[src/rtl/hazard_ctrl_unit.sv]
// Pipeline hazard controller: load-use scoreboard, cache stall and branch flush arbitration.
// Optional perf counters are built when HAZARD_PERF_EN is defined.
package hazard_pkg;
  typedef enum logic [6:0] {
    op_lui   = 7'b0110111,
    op_auipc = 7'b0010111,
    op_jal   = 7'b1101111,
    op_jalr  = 7'b1100111,
    op_br    = 7'b1100011,
    op_load  = 7'b0000011,
    op_store = 7'b0100011,
    op_imm   = 7'b0010011,
    op_reg   = 7'b0110011,
    op_csr   = 7'b1110011
  } rv32i_opcode;

  typedef struct packed {
    logic pc;
    logic if_id;
    logic id_ex;
    logic ex_mem;
    logic mem_wb;
  } stage_ctrl_t;

  typedef struct packed {
    stage_ctrl_t load;
    stage_ctrl_t rst;
  } pipeline_reg_ctrl_t;
endpackage

module hazard_ctrl_unit
  import hazard_pkg::*;
#(
  parameter int LOAD_LAT = 1
) (
  input  logic               clk,
  input  logic               rst,
  input  rv32i_opcode        ex_opcode,
  input  rv32i_opcode        id_opcode,
  input  logic [4:0]         ex_rd,
  input  logic [4:0]         id_sr1,
  input  logic [4:0]         id_sr2,
  input  logic               branch_rst,
  input  logic               imem_stall,
  input  logic               dmem_stall,
  output pipeline_reg_ctrl_t out,
  output logic               load_use_stall
`ifdef HAZARD_PERF_EN
  ,
  output logic [31:0]        perf_stall_cycles,
  output logic [31:0]        perf_flushes,
  output logic [31:0]        perf_load_use
`endif
);

  // One dummy slot at LOAD_LAT==1 keeps the vectors legal; it is tied off below.
  localparam int SB_D = (LOAD_LAT > 1) ? LOAD_LAT - 1 : 1;

  logic [SB_D-1:0]       sb_vld;
  logic [SB_D-1:0][4:0]  sb_rd;
  logic                  ex_load, push;
  logic                  use1, use2, hit1, hit2, hazard;
  logic                  pending_flush, flush_set, flush_clr;

  assign ex_load = (ex_opcode == op_load);
  assign push    = ex_load && (ex_rd != 5'd0) && !branch_rst;

  generate
    if (LOAD_LAT > 1) begin : g_sb
      always_ff @(posedge clk or negedge rst) begin
        if (!rst) begin
          sb_vld <= '0;
          sb_rd  <= '0;
        end else if (!dmem_stall) begin
          sb_vld[0] <= push;
          sb_rd[0]  <= push ? ex_rd : 5'd0;
          for (int i = 1; i < SB_D; i++) begin
            sb_vld[i] <= sb_vld[i-1];
            sb_rd[i]  <= sb_rd[i-1];
          end
        end
      end
    end else begin : g_nosb
      assign sb_vld = '0;
      assign sb_rd  = '0;
    end
  endgenerate

  always_comb begin
    use1 = !(id_opcode inside {op_lui, op_auipc, op_jal});
    use2 = id_opcode inside {op_reg, op_br, op_store};
    hit1 = ex_load && (ex_rd == id_sr1);
    hit2 = ex_load && (ex_rd == id_sr2);
    for (int i = 0; i < SB_D; i++) begin
      hit1 = hit1 || (sb_vld[i] && (sb_rd[i] == id_sr1));
      hit2 = hit2 || (sb_vld[i] && (sb_rd[i] == id_sr2));
    end
    hazard = (use1 && (id_sr1 != 5'd0) && hit1) ||
             (use2 && (id_sr2 != 5'd0) && hit2);
  end

  always_comb begin
    out            = '0;
    out.load       = '1;
    load_use_stall = 1'b0;
    flush_set      = 1'b0;
    flush_clr      = 1'b0;
    if (dmem_stall) begin
      out.load = '0;
    end else if (branch_rst) begin
      out.rst.if_id  = 1'b1;
      out.rst.id_ex  = 1'b1;
      out.rst.ex_mem = 1'b1;
      flush_set      = imem_stall;
    end else if (pending_flush && !imem_stall) begin
      // A hazard takes precedence: the bubble keeps the wrong-path fetch out of EX anyway.
      flush_clr = 1'b1;
      if (hazard) begin
        out.load.pc    = 1'b0;
        out.load.if_id = 1'b0;
        out.rst.id_ex  = 1'b1;
        load_use_stall = 1'b1;
      end else begin
        out.rst.if_id  = 1'b1;
      end
    end else if (imem_stall) begin
      out.load.pc    = 1'b0;
      out.load.if_id = 1'b0;
      out.rst.id_ex  = 1'b1;
    end else if (hazard) begin
      out.load.pc    = 1'b0;
      out.load.if_id = 1'b0;
      out.rst.id_ex  = 1'b1;
      load_use_stall = 1'b1;
    end
  end

  always_ff @(posedge clk or negedge rst) begin
    if (!rst)           pending_flush <= 1'b0;
    else if (flush_set) pending_flush <= 1'b1;
    else if (flush_clr) pending_flush <= 1'b0;
  end

`ifdef HAZARD_PERF_EN
  // pc is held only by the stall rules; ex_mem is reset only by a branch flush.
  always_ff @(posedge clk or negedge rst) begin
    if (!rst) begin
      perf_stall_cycles <= '0;
      perf_flushes      <= '0;
      perf_load_use     <= '0;
    end else begin
      if (!out.load.pc && (perf_stall_cycles != '1))
        perf_stall_cycles <= perf_stall_cycles + 32'd1;
      if (out.rst.ex_mem && (perf_flushes != '1))
        perf_flushes <= perf_flushes + 32'd1;
      if (load_use_stall && (perf_load_use != '1))
        perf_load_use <= perf_load_use + 32'd1;
    end
  end
`endif

endmodule

[config.mk]
export PLATFORM = sky130hd
export DESIGN_NAME = hazard_ctrl_unit
export DESIGN_NICKNAME = d
export VERILOG_FILES = /design/src/rtl/hazard_ctrl_unit.sv
export SDC_FILE = /design/constraint.sdc
export NUM_CORES = 1
export LEC_CHECK = 0
export CAP_MARGIN = 20
export CORE_MARGIN = 2
export CORE_UTILIZATION = 24
export CTS_BUF_LIST = sky130_fd_sc_hd__clkbuf_16
export DETAILED_ROUTE_END_ITERATION = 16
export PLACE_DENSITY = 0.77
export SETUP_SLACK_MARGIN = 0.3
export SYNTH_ARGS = -nofsm -noshare
export SYNTH_HDL_FRONTEND = slang
export SYNTH_SLANG_ARGS = --single-unit
[constraint.sdc]
create_clock -name clk -period 2.2 [get_ports clk]
set_input_delay 0.44 -clock clk [delete_from_list [all_inputs] [get_ports clk]]
set_output_delay 0.44 -clock clk [all_outputs]
set_load 0.05 [all_outputs]
==> impl_metrics.py <==
metrics = {
    "sta": {
        "final.min_clock_period_ns": 2.36,
        "final.setup.worst_slack_ns": -0.161,
        "fmax_mhz": 424,
        "rsz0062_at_grt": "true",
        "fin_crit_sh": 1.07,
        "maxSlewViolCount": 0,
        "final.setup_skew_ns": 0,
        "timing.hold.ws_ns": 0.509,
        "setup_viol": 5,
        "hold_viol": 0,
    },
    "setup_path": {
        "crit_path_end_kind": "output port",
        "worstPathRequired_ns": 1.76,
        "cp-start-kind": "primary input",
        "cp_slowest_cell": "a2111o_1",
        "r2r-end": "pending_flush$_DFFE_PN0P_",
        "crit_chain": "clkbuf_2, xnor2_1, nand4_1, a2111o_1, a2111oi_4, clkbuf_16",
        "reg2reg_from": "pending_flush$_DFFE_PN0P_",
        "crit_arrival_ns": 1.92,
        "crit_type": "primary input to output port",
        "crit_fanout": 2,
        "r2r_slack_ns": 1.47,
        "slowest_delay_ns": 0.45,
        "rr_worst_depth": 2,
    },
    "cells_and_area": {
        "diodes": 0,
        "syn_to_final_growth_pct": 166,
        "final_cells": 111,
        "drive_gt1_frac": 0.500,
        "biggestRegsByFlops": "pending_flush (1)",
        "largest_reg_flops": 1,
        "regArea_sq_um": 25.0,
        "regMostFlops": "pending_flush",
        "multi_input_area_sq_um": 379,
        "fin_util": 0.697,
        "layout_common_cells": "clkbuf_2 (11), dlygate4sd2_1 (11), buf_4 (11)",
        "fin_nets": 132,
        "filler_cell_count": 111,
    },
    "worst_hold_path": {
        "min_path_type": "flop to flop",
        "holdPathEnd": "pending_flush$_DFFE_PN0P_",
        "worstHoldPathCells": 2,
        "hp-start": "pending_flush$_DFFE_PN0P_",
    },
    "power_and_ir_drop": {
        "finalPower_uw": 217,
        "peakVddDrop_mv": 0.183,
        "power.leakage_nw": 0.401,
        "cellPowerDensity_mw_per_mm2": 233,
    },
    "floorplanning": {
        "die_h_um": 42.1,
        "die_area_sq_mm": 0.00178,
        "rows": 13,
        "ioPinCount": 45,
        "die_w_um": 42.1,
        "coreArea_sq_mm": 0.00133,
        "initial_core_util": 0.262,
    },
    "placement": {
        "numPortBuffers": 42,
        "place_inst": 109,
        "globalplace.congestion": 0.744,
        "hpwl_um": 1140,
    },
    "detailed_routing": {
        "wl_per_cell_um": 12.6,
        "vias": 531,
        "vias_per_cell": 4.78,
        "wl_um": 1400,
        "final_antenna_net_count": 0,
        "drtIter0Drc": 1,
        "drt-pass1-iter-count": 2,
        "drc_errors": 0,
    },
    "global_routing": {
        "antenna_found_initial": 0,
        "grt_use_total": 0.155,
        "grt_max_degree": 6,
        "grt_pass1_vias": 540,
        "grt_remaining_overflow": 0,
        "grt_pass1_wl_um": 2290,
    },
    "clocking": {
        "hold_buffers": 0,
        "clk_pin_slew_ns": 0,
        "clock_latency_ns": 0,
    },
    "yosys": {
        "synth_edf_count": 0,
        "ys_warn_count": 0,
        "synth_cell_type_count": 24,
        "synth_ff_type": "dfrtp_1",
        "ys_seq_elements": 1,
        "postSynthCellCount": 47,
        "synth-seq-area-share": 0.0717,
        "avgSynthCellArea_sq_um": 7.43,
        "synth_async_sr_flop_share": 1.00,
        "netlist_area_sq_um": 349,
    },
    "run_status": {
        "violations": "setup timing",
        "outcome": "finished, violations left",
    },
    "job": {
        "drv_cap": 0,
    },
}
-- worst max-delay path by stage --
stage,from,to,slack [ns],depth (start not counted)
final,id_sr2[1],load_use_stall,-0.16,6
after global placement,ex_rd[3],load_use_stall,-0.47,6
after detailed placement,id_sr2[1],load_use_stall,-0.50,6
after global routing,ex_opcode[5],load_use_stall,-0.22,6
after floorplan,ex_opcode[2],load_use_stall,-0.19,4
after CTS,ex_opcode[6],load_use_stall,-0.19,6
-- per-stage QoR --
stage	setup WS (ns)	TNS, ns	area [sq um]
finish	-0.161	-0.510	930
global route	-0.218	-0.725	930
CTS	-0.188	-0.898	910
detailed placement	-0.497	-2.29	896
global placement	-0.467	-2.16	896
floorplan	-0.195	-0.201	374
-- per-layer routing --
| layer | global-route usage | up-vias | routed length (um) |
|---|---|---|---|
| li1 | - | 268 | - |
| met1 | 0.194 | 240 | 579 |
| met2 | 0.300 | 23 | 733 |
| met3 | 0.0172 | 0 | 84 |
| met4 | 0 | 0 | 0 |
| met5 | 0 | - | 0 |
-- logic make-up (layout without fill, tap and decap cells) --
family          Yosys count  in the layout  synth area share
simple gates             20             20             0.330
buf+inv                   6             54             0.118
other cells               1              2            0.0107
compound gates           10             10             0.244
xor+xnor                  9              9             0.226
flops                     1              1            0.0717
-- cell type report --
class | count | share of cell area
tap | 15 | 0.0202
sequential | 1 | 0.0269
timing repair buffer | 53 | 0.541
multi-input combinational | 41 | 0.408
inverter | 1 | 0.00404
-- worst max-delay path, delay by kind of cell --
kind | cells | cell delay (ns)
XOR/XNOR | 1 | 0.17
AND/OR/NAND/NOR | 1 | 0.13
buffers and inverters | 2 | 0.34
AO/OA/AOI/OAI | 2 | 0.85
-- repair_timing --
item | 4_1_cts | 5_1_grt
cloned | 0 | 0
gates resized for setup | 51 | 36
setup endpoints to repair | 6 | 5
pin swaps | 12 | 19
setup buffers | 2 | 0
endpoints found under the hold margin | 0 | 0
-- cell usage after synthesis, drive strengths merged, types with 2 or more instances --
library cell	n	area (sq um)
buf	5	37.5
nor2	5	18.8
xor2	5	43.8
xnor2	4	35.0
nand2	3	11.3
a31o	2	17.5
and2	2	12.5
nand4	2	12.5
nand4b	2	17.5
nor3	2	10.0
o21ai	2	10.0
-- power by group --
part / leakage, nW / total (mW) / internal, mW / switching (mW)
clock network: 0 / 0 / 0 / 0
logic: 0.390 / 0.195 / 0.0978 / 0.0972
registers: 0.0104 / 0.0220 / 0.0210 / 0.00105
total: 0.401 / 0.217 / 0.119 / 0.0983
(Power assumes the default switching activity.)
